**src/rtl/wb_burst_master.sv**
```systemverilog
// Wishbone B3 initiator: turns queued commands into classic single or wrapped-burst
// bus cycles, draining a show-ahead write FIFO and filling a read FIFO.
module wb_burst_master #(
  parameter int AW = 30,
  parameter int DW = 32
) (
  input  logic            wb_clk,
  input  logic            wb_rst,
  input  logic            cmd_valid,
  output logic            cmd_ready,
  input  logic            cmd_we,
  input  logic [AW-1:0]   cmd_adr,
  input  logic [1:0]      cmd_bte,
  input  logic [DW-1:0]   wr_data,
  input  logic            wr_empty,
  output logic            wr_re,
  output logic [DW-1:0]   rd_data,
  output logic            rd_we,
  input  logic            rd_full,
  output logic [AW-1:0]   wb_adr_o,
  output logic [DW-1:0]   wb_dat_o,
  output logic [DW/8-1:0] wb_sel_o,
  output logic            wb_we_o,
  output logic            wb_cyc_o,
  output logic            wb_stb_o,
  output logic [2:0]      wb_cti_o,
  output logic [1:0]      wb_bte_o,
  input  logic [DW-1:0]   wb_dat_i,
  input  logic            wb_ack_i,
  input  logic            wb_err_i,
  output logic            busy,
  output logic            err_o
);

  typedef enum logic {IDLE, BUS} state_t;

  state_t        r_state, w_state_nxt;
  logic          r_we, w_we_nxt;
  logic [AW-1:0] r_adr, w_adr_nxt;
  logic [1:0]    r_bte, w_bte_nxt;
  logic [3:0]    r_cnt, w_cnt_nxt;
  logic          r_err, w_err_nxt;

  logic [AW-1:0] w_mask;
  logic [AW-1:0] w_adr_inc;
  logic          w_stb;
  logic          w_beat;

  // Wrap mask: only the low log2(N) address bits advance within a burst.
  always_comb begin
    w_mask = '0;
    case (r_bte)
      2'b01:   w_mask[1:0] = '1;
      2'b10:   w_mask[2:0] = '1;
      2'b11:   w_mask[3:0] = '1;
      default: w_mask      = '0;
    endcase
  end

  assign w_adr_inc = (r_adr & ~w_mask) | ((r_adr + AW'(1)) & w_mask);

  always_comb begin
    w_state_nxt = r_state;
    w_we_nxt    = r_we;
    w_adr_nxt   = r_adr;
    w_bte_nxt   = r_bte;
    w_cnt_nxt   = r_cnt;
    w_err_nxt   = 1'b0;
    cmd_ready   = 1'b0;
    wb_cyc_o    = 1'b0;
    w_stb       = 1'b0;
    wb_we_o     = 1'b0;
    wb_cti_o    = '0;
    wb_bte_o    = '0;
    case (r_state)
      IDLE: begin
        cmd_ready = wb_rst;
        if (cmd_valid) begin
          w_state_nxt = BUS;
          w_we_nxt    = cmd_we;
          w_adr_nxt   = cmd_adr;
          w_bte_nxt   = cmd_bte;
          case (cmd_bte)
            2'b01:   w_cnt_nxt = 4'd3;
            2'b10:   w_cnt_nxt = 4'd7;
            2'b11:   w_cnt_nxt = 4'd15;
            default: w_cnt_nxt = 4'd0;
          endcase
        end
      end
      BUS: begin
        wb_cyc_o = 1'b1;
        wb_we_o  = r_we;
        w_stb    = r_we ? !wr_empty : !rd_full;
        if (r_bte != 2'b00) begin
          wb_bte_o = r_bte;
          wb_cti_o = (r_cnt == 4'd0) ? 3'b111 : 3'b010;
        end
        // Error takes priority over a simultaneous ack and abandons remaining beats.
        if (w_stb && wb_err_i) begin
          w_state_nxt = IDLE;
          w_err_nxt   = 1'b1;
        end else if (w_stb && wb_ack_i) begin
          if (r_cnt == 4'd0) begin
            w_state_nxt = IDLE;
          end else begin
            w_cnt_nxt = r_cnt - 4'd1;
            w_adr_nxt = w_adr_inc;
          end
        end
      end
      default: w_state_nxt = IDLE;
    endcase
  end

  always_ff @(posedge wb_clk) begin
    if (!wb_rst) begin
      r_state <= IDLE;
      r_we    <= 1'b0;
      r_adr   <= '0;
      r_bte   <= '0;
      r_cnt   <= '0;
      r_err   <= 1'b0;
    end else begin
      r_state <= w_state_nxt;
      r_we    <= w_we_nxt;
      r_adr   <= w_adr_nxt;
      r_bte   <= w_bte_nxt;
      r_cnt   <= w_cnt_nxt;
      r_err   <= w_err_nxt;
    end
  end

  assign w_beat   = w_stb & wb_ack_i & !wb_err_i;
  assign wr_re    = w_beat & r_we;
  assign rd_we    = w_beat & !r_we;
  assign wb_stb_o = w_stb;
  assign wb_sel_o = {(DW/8){wb_cyc_o}};
  assign wb_adr_o = r_adr;
  assign wb_dat_o = wr_data;
  assign rd_data  = wb_dat_i;
  assign busy     = wb_cyc_o;
  assign err_o    = r_err;

endmodule

```
**config.mk**
```make
export PLATFORM = sky130hd
export DESIGN_NAME = wb_burst_master
export DESIGN_NICKNAME = d
export VERILOG_FILES = /design/src/rtl/wb_burst_master.sv
export SDC_FILE = /design/constraint.sdc
export NUM_CORES = 1
export LEC_CHECK = 0
export ABC_AREA = 1
export BUFFER_PORTS_ARGS = -buffer_cell sky130_fd_sc_hd__buf_4
export CORE_MARGIN = 10
export CORE_UTILIZATION = 25
export DETAILED_ROUTE_END_ITERATION = 8
export GPL_ROUTABILITY_DRIVEN = 1
export HOLD_SLACK_MARGIN = 0.08
export PLACE_DENSITY_LB_ADDON = 0.12
export SLEW_MARGIN = 25
export SYNTH_ARGS = -nofsm -noshare
export SYNTH_HDL_FRONTEND = slang
export SYNTH_SLANG_ARGS = --single-unit
```
**constraint.sdc**
```tcl
create_clock -name wb_clk -period 1.49 [get_ports wb_clk]
set_clock_uncertainty 0.1 [all_clocks]
set_input_delay 0.3725 -clock wb_clk [delete_from_list [all_inputs] [get_ports wb_clk]]
set_output_delay 0.3725 -clock wb_clk [all_outputs]
set_load 0.05 [all_outputs]
```
Word level (Yosys, flattened, before mapping). Index checks and enable logic that the tools add are counted. W data, S select, Z words.

Add/subtract/negate cells: 2. Multipliers: 0. Div/mod/pow operators: 0. Order comparisons: 0. Equal/unequal tests: 10. Shifts and indexed selects: 0. Multiplexer cells: 30. Bitwise gates (word level): 9. Reductions and logical operators: 13.

Operators by type and width (count): $mux W30 (4); $pmux W30 S2 (1); $add A30 B1 Y30 const B (1); $and A30 B30 Y30 (1); $and A30 B4 Y30 (1); $not A4 Y30 (1); $or A30 B30 Y30 (1); $mux W4 (4); $mux W1 (12); $pmux W4 S3 (1); $mux W3 (3); $eq A2 B2 Y1 const B (4); $pmux W4 S2 (1); $mux W2 (3); $ne A2 B2 Y1 const B (3); $and A1 B1 Y1 (4); $eq A2 B1 Y1 const B (2); $logic_not A1 Y1 (4); $logic_not A4 Y1 (1); $reduce_and A2 Y1 (2); $reduce_and A4 Y1 (1); $sub A4 B1 Y4 const B (1); $reduce_or A3 Y1 (1); $logic_and A1 B1 Y1 (2); 5 further kinds (5).

Bits in registers: 39. Bits in latches: 0. Bits in writable memories: 0. Bits in read-only memories: 0. Input bits: 104. Output and inout bits: 111. Logic and storage cells: 70. Memories kept: 0.

Logic depth before layout (Yosys ltp). Gate-level depths: netlist of the first run.

Depth in word-level cells: 10. Depth in mapped cells: 9. Depth with buffers taken out: 9.

Least setup slack after synthesis of the first run. Ideal clock, no wire load.

Path kind: register to output. Start: register r_state. End: output port wb_cti_o[2]. Data arrival time: 2.171 ns. Required time: 1.018 ns. Path slack: -1.153 ns. Cell stages (with the launch flop): 4. Path buffers: 1. Path through: dfxtp_1 -> nand2_1 -> a21oi_1 -> buf_4.

Word-level cells in the longest chain between the ends: 1.

RTL lines: from (decl) (RTL line 37) `state_t r_state, w_state_nxt;`; from (signal assigned) (RTL line 125) `r_state <= w_state_nxt;`; $mux W3 (RTL line 75) `case (r_state)`; to (decl) (RTL line 26) `output logic [2:0] wb_cti_o,`.

Every way passes these cells.

Worst setup path in the final report of the first run.
Start: register r_we. End: output port wr_re.

Word-level cells in the longest chain between the ends: 5.

RTL lines: from (decl) (RTL line 38) `logic r_we, w_we_nxt;`; from (signal assigned) (RTL line 126) `r_we <= w_we_nxt;`; $mux W1 (RTL line 94) `w_stb = r_we ? !wr_empty : !rd_full;`; $mux W1 (RTL line 75); $and A1 B1 Y1 (2 in series) (RTL line 134) `assign w_beat = w_stb & wb_ack_i & !wb_err_i;`; $and A1 B1 Y1 * (RTL line 135) `assign wr_re = w_beat & r_we;`; to (decl) (RTL line 16) `output logic wr_re,`.

Every way passes the cells marked *; elsewhere a longest branch is shown, timed or not.

==> metrics.txt, run 1 <==
final max-slew violation count 0; Synth warnings 0; Setup Viol. Count Final 16; IR drop worst, VDD 431 uV; Critical Path Sink wr_re; Max-cap violations 0; 1st-iter DRT viols 45; class of the tightest hold or removal check in -> reg; R2R Setup Slk roughly 0.07 ns; crit path DAT roughly 1.3 ns; Worst Path Buf+Inv 2; TritonCTS clock tree built; share of layout cells above drive strength 1 a little under half; n_diodes 0; Critical path origin r_we; clk buf depth 2; Mean Syn Cell Area 7.21 um^2; Post-synth ARST share 0%; GR Overflow Total 0; post-synthesis sequential area ratio about a third; # placed instances 445; Mapped Nets ~420; # rows 34; outcome finished with violations; reg-to-reg endpoint wb_adr_o[0]; first-pass GRT wire length between 10,000 and 15,000 um; Crit path required time slightly above 1 ns; Core ar. a little under 9000 um^2; WS Path Type reg -> out; post-route insts no fill between 400 and 500; clk slew on worst S/H paths 0.08 ns; CTS sink cnt 39; Finished Core Util about 35%; Pleak 1.50 nW; Yosys top cell by area dfxtp_1; fmax around 0.57 GHz; Detail Placement HPWL slightly below 5000 um; min Tclk post-route 1.75 ns; area delta synth->final 36.2%; routed via count 1,985; Yosys reg bits 39; Final period util 118%; RSZ-0062 raised after global routing true; largest net degree at the start of global routing 35; final net count 467; commonest register cell after synthesis dfxtp_1; CP top delay family flip-flops; Gate Count Post-Synth about 320; WL per Instance ~14 um; GR Util All Layers under 10%; Final ANT Viol Nets 0; die height ~120 um; clk_lat worst skew a little under 0.3 ns; setup TNS -2.28 ns; hold_buf cts 0; First-pass DRT Iterations 4; element type at the critical path start flip-flop; CTS root buffer clkbuf_8; worst-margin pin slew between 0.3 and 0.4 ns; mapped cell area 2290 um^2; DR vias/cell 4.22; Synth cell types 26; count leader, synth buf_4; cell-by-cell trace of the critical path nand2_2 > nand4_4 > buf_4 > nor2_4 > buf_6; Worst path slowest cell dfxtp_4; cells on worst reg2reg path 9; Placer Congestion between 0.7 and 0.8; worst-path fanout max 3; drc violations 0; # H-tree levels 2; Post-synth EDFFs 0; CP endpoint kind output port; PwrDens about 1000 nW/um^2; worst r2r src r_cnt[1]; Slew headroom around four fifths; Yosys top cell area share roughly a third; Port Buf Inserts 86; Final Hold Vio Count 0; Worst path max stage delay between 0.3 and 0.4 ns; WL final approximately 6500 um; synth top area cells dfxtp_1, buf_4, nor2_1; Initial Util approximately 26%; total CTS buffers 5; Hold Startpoint cmd_adr[17]; vias in the first global route ~2k; most frequent cells after synthesis buf_4, nor2_1, dfxtp_1, nand2_1, o21ai_0; critical path depth 5; initial antenna violation count 0; setup ws final -0.262 ns; # IOs between 200 and 250; die area between 10,000 and 15,000 um^2; Die Width between 100 and 150 um; failing checks negative setup slack
==> final cells by class <==
class                   count  area (um^2)
clock buffers               8          100
fillers                   921         5690
inverters                  20         88.8
multi-input cells         178          978
flip-flops and latches     39          795
well taps                 108          135
repair buffers            117         1020
==> flip-flops by register name (all words and copies together) (netlist names), named ones only <==
signal / cells
err_o: 1
r_we: 1
r_cnt: 4
r_state: 1
wb_adr_o: 27
r_bte: 2
==> power breakdown <==
part           switching [mW]  total, mW  internal (mW)
clock                   0.381      0.804          0.423
sequential             0.0729       1.21           1.14
combinational           0.755       1.24          0.489
==> through the flow <==
step / hold slack, ns / power [mW] / setup slack [ns] / cell area [um^2]
after detailed placement: 0.370 / 2.33 / -0.0962 / 2680
final: 0.226 / 3.26 / -0.262 / 3110
after global routing: 0.219 / 3.46 / -0.321 / 3110
after floorplan: 0.356 / 2.43 / -0.164 / 2380
after global placement: 0.363 / 2.33 / -0.0888 / 2680
after CTS: 0.217 / 3.26 / -0.272 / 3010
==> routing by layer <==
metal  track usage (%)  part of all wire (%)
met4              2.67                   1.0
met1              10.5                    42
met3              5.99                    15
met2              14.5                    42
met5                 0                     0
==> repair_timing <==
item,in CTS,in global routing
setup buffers,11,8
endpoints found under the setup margin,19,25
pin swaps,6,7
gates resized for setup,44,19
==> layout by cell type (no fill, tap or decap), types with 2 or more instances in the layout <==
master / netlist / routed
buf_4: 70 / 93
inv_1: 17 / 11
buf_8: 0 / 13
dfxtp_2: 0 / 5
nor2_4: 0 / 3
nand2_2: 1 / 2
dfxtp_4: 0 / 2
dfxtp_1: 39 / 32
nor2_1: 68 / 65
nand4_1: 2 / 2
nand2_1: 39 / 32
inv_4: 0 / 4
o21ai_0: 32 / 32
nand2_4: 4 / 10
o21ai_1: 3 / 2
buf_6: 1 / 11
nand3_2: 3 / 2
clkbuf_8: 0 / 7
nand3_1: 7 / 7
a21oi_1: 8 / 6
inv_2: 3 / 4
==> worst reg2reg max path, stage by stage, from the launching register on <==
cell	delay (ns)
dfxtp_2	0.33
inv_2	0.07
ha_4	0.15
nand3_4	0.08
buf_4	0.16
nand2_4	0.08
nand2_4	0.08
nand2_4	0.11
nand2_1	0.06
a21oi_1	0.13
==> how the worst min path moves through the flow <==
stage,endpoint,cells past startpoint
2_1_floorplan,r_cnt[1],2
3_3_place_gp,wb_adr_o[25],2
3_5_place_dp,r_cnt[1],2
4_1_cts,wb_adr_o[17],3
5_1_grt,wb_adr_o[17],3
6_report,wb_adr_o[17],3
==> cells by family (layout without fill, tap and decap cells) <==
family | after synthesis | in the layout | share of synthesized area, %
xor+xnor | 2 | 2 | 0.766
buf+inv | 100 | 145 | 28.6
fa+ha+maj | 2 | 2 | 1.09
flops | 39 | 39 | 34.2
simple gates | 127 | 127 | 24.6
compound gates | 47 | 47 | 10.8
(Power assumes the default switching activity.)
==> inputs of run 2 (changes only) <==
- CORE_UTILIZATION: 25 -> 37
==> run 2 against run 1 <==
The flow still finishes with violations (negative setup slack). Global-route usage grew 2.8 points. Via count grew 0.81%. Sequential power hardly changed. Combinational power is essentially flat. Fmax grew 1.5%. Clock power is essentially flat. First-iteration DRC count grew 36%. Cell count fell by 8.1%. Critical path depth unchanged. Non-clock buffer count fell by 5. Sequential cell count is the same. Critical endpoint is now rd_we. Largest cell class unchanged. Largest power group unchanged.
==> metrics.txt, run 2 (same netlist as run 1, synthesis figures left out) <==
min Tclk post-route ~1.7 ns; fmax between 0.5 and 0.6 GHz; Initial Util between 30% and 40%; pre-CTS setup slack -0.106 ns; CTS sink cnt 39; area delta synth->final 35.4%; Detail Placement HPWL 4470 um; # H-tree levels 2; Fin Hold WS roughly 0.23 ns; CTS root buffer clkbuf_8; outcome finished with violations; Final period util 116%; GR Overflow Total 0; GR Util All Layers between 10% and 20%; Setup Viol. Count Final 15; largest net degree at the start of global routing 35; max reg flops 27; CP endpoint kind output port; setup TNS -2.22 ns; n_diodes 0; vias in the first global route between 2k and 2.5k; First-pass DRT Iterations 5; cell-by-cell trace of the critical path inv_4 > nand2_4 > nand4_4 > nor3_4 > buf_6; WL final approximately 6000 um; clk slew on worst S/H paths around 0.080 ns; placed cell areas about 2700 um^2; Crit path required time 1.02 ns; first-pass GRT wire length between 10,000 and 15,000 um; WS Path Type reg -> out; Core ar. around 6000 um^2; routed via count ~2k; share of layout cells above drive strength 1 a little under half; most frequent cells in the layout buf_4, nor2_1, o21ai_0, dfxtp_1, nand2_1; failing checks negative setup slack; die area between 9000 and 10,000 um^2; clk_lat worst skew 0.29 ns; initial antenna violation count 0; design area between 3000 and 4000 um^2; element type at the critical path start flip-flop; TritonCTS clock tree built; Power Total about 3.3 mW; most common cell after layout, fill and taps aside buf_4; IR drop worst, VDD about 540 uV; DR vias/cell 4.63; Placer Congestion between 0.7 and 0.8; # IOs 215; drc violations 0; final net count between 400 and 500; Max-cap violations 0; Pleak roughly 1.5 nW; total CTS buffers 5; final max-slew violation count 0; worst-margin pin slew ~0.33 ns; Fill cells 620; Port Buf Inserts 86; worst-path fanout max 3; # rows 28; Worst path slowest cell dfxtp_4; 1st-iter DRT viols 61; Slew headroom between 70% and 80%; Final ANT Viol Nets 0; Die Width just under 100 um; class of the tightest hold or removal check in -> reg; Worst path max stage delay ~0.38 ns; RSZ-0062 raised after global routing true; setup ws final -0.237 ns; die height between 90 and 100 um; hold_buf cts 0; WL per Instance roughly 14 um; clk buf depth 2; Final Hold Vio Count 0; crit path DAT 1.25 ns; PwrDens around 1100 nW/um^2
-- run 2: final timing paths --
path | startpoint | to | slack [ns] | depth (start not counted)
worst max-delay path | r_we | rd_we | -0.24 | 5
worst max register to register | r_cnt[0] | r_cnt[3] | 0.07 | 10
worst min register to register | r_cnt[1] | r_cnt[1] | 0.37 | 2
worst min-delay path | cmd_adr[27] | wb_adr_o[27] | 0.23 | 3
-- run 2: final cells by class --
| class | instances | area [um^2] | share of cell area, % |
|---|---|---|---|
| repair buffers | 112 | 1010 | 32.6 |
| multi-input cells | 178 | 1010 | 32.6 |
| flip-flops and latches | 39 | 795 | 25.7 |
| clock buffers | 7 | 96.3 | 3.11 |
| well taps | 75 | 93.8 | 3.03 |
| inverters | 20 | 86.3 | 2.79 |
| clock inverters | 1 | 6.26 | 0.202 |
-- run 2: critical path, delay by kind of cell, from the launching register on --
| family | cells | cell delay [ns] |
|---|---|---|
| buf+inv | 2 | 0.22 |
| simple gates | 3 | 0.37 |
| flops | 1 | 0.38 |
-- run 2: metal layers --
metal  track usage (%)  vias to the layer above  part of all wire, %
li1                  -                     1001                    -
met1              13.9                      889                   41
met2              19.1                      101                   46
met3              7.26                       10                   12
met4              3.09                        0                 0.69
met5                 0                        -                    0
-- run 2: metrics by stage --
stage	cells	util [%]
after CTS	429	50.3
after floorplan	317	-
final	432	52.0
after detailed placement	413	44.8
after global routing	432	52.0
after global placement	413	44.8
-- run 2: power breakdown --
part	total [mW]	switching, mW	internal [mW]
Clock	0.804	0.381	0.423
Combinational	1.23	0.751	0.479
Sequential	1.22	0.0768	1.14
Total	3.25	1.21	2.04
-- run 2: what timing repair did --
action | 4_1_cts | 5_1_grt
setup endpoints to repair | 16 | 24
buffers inserted | 8 | 5
pin swaps | 6 | 6
gates resized for setup | 43 | 24
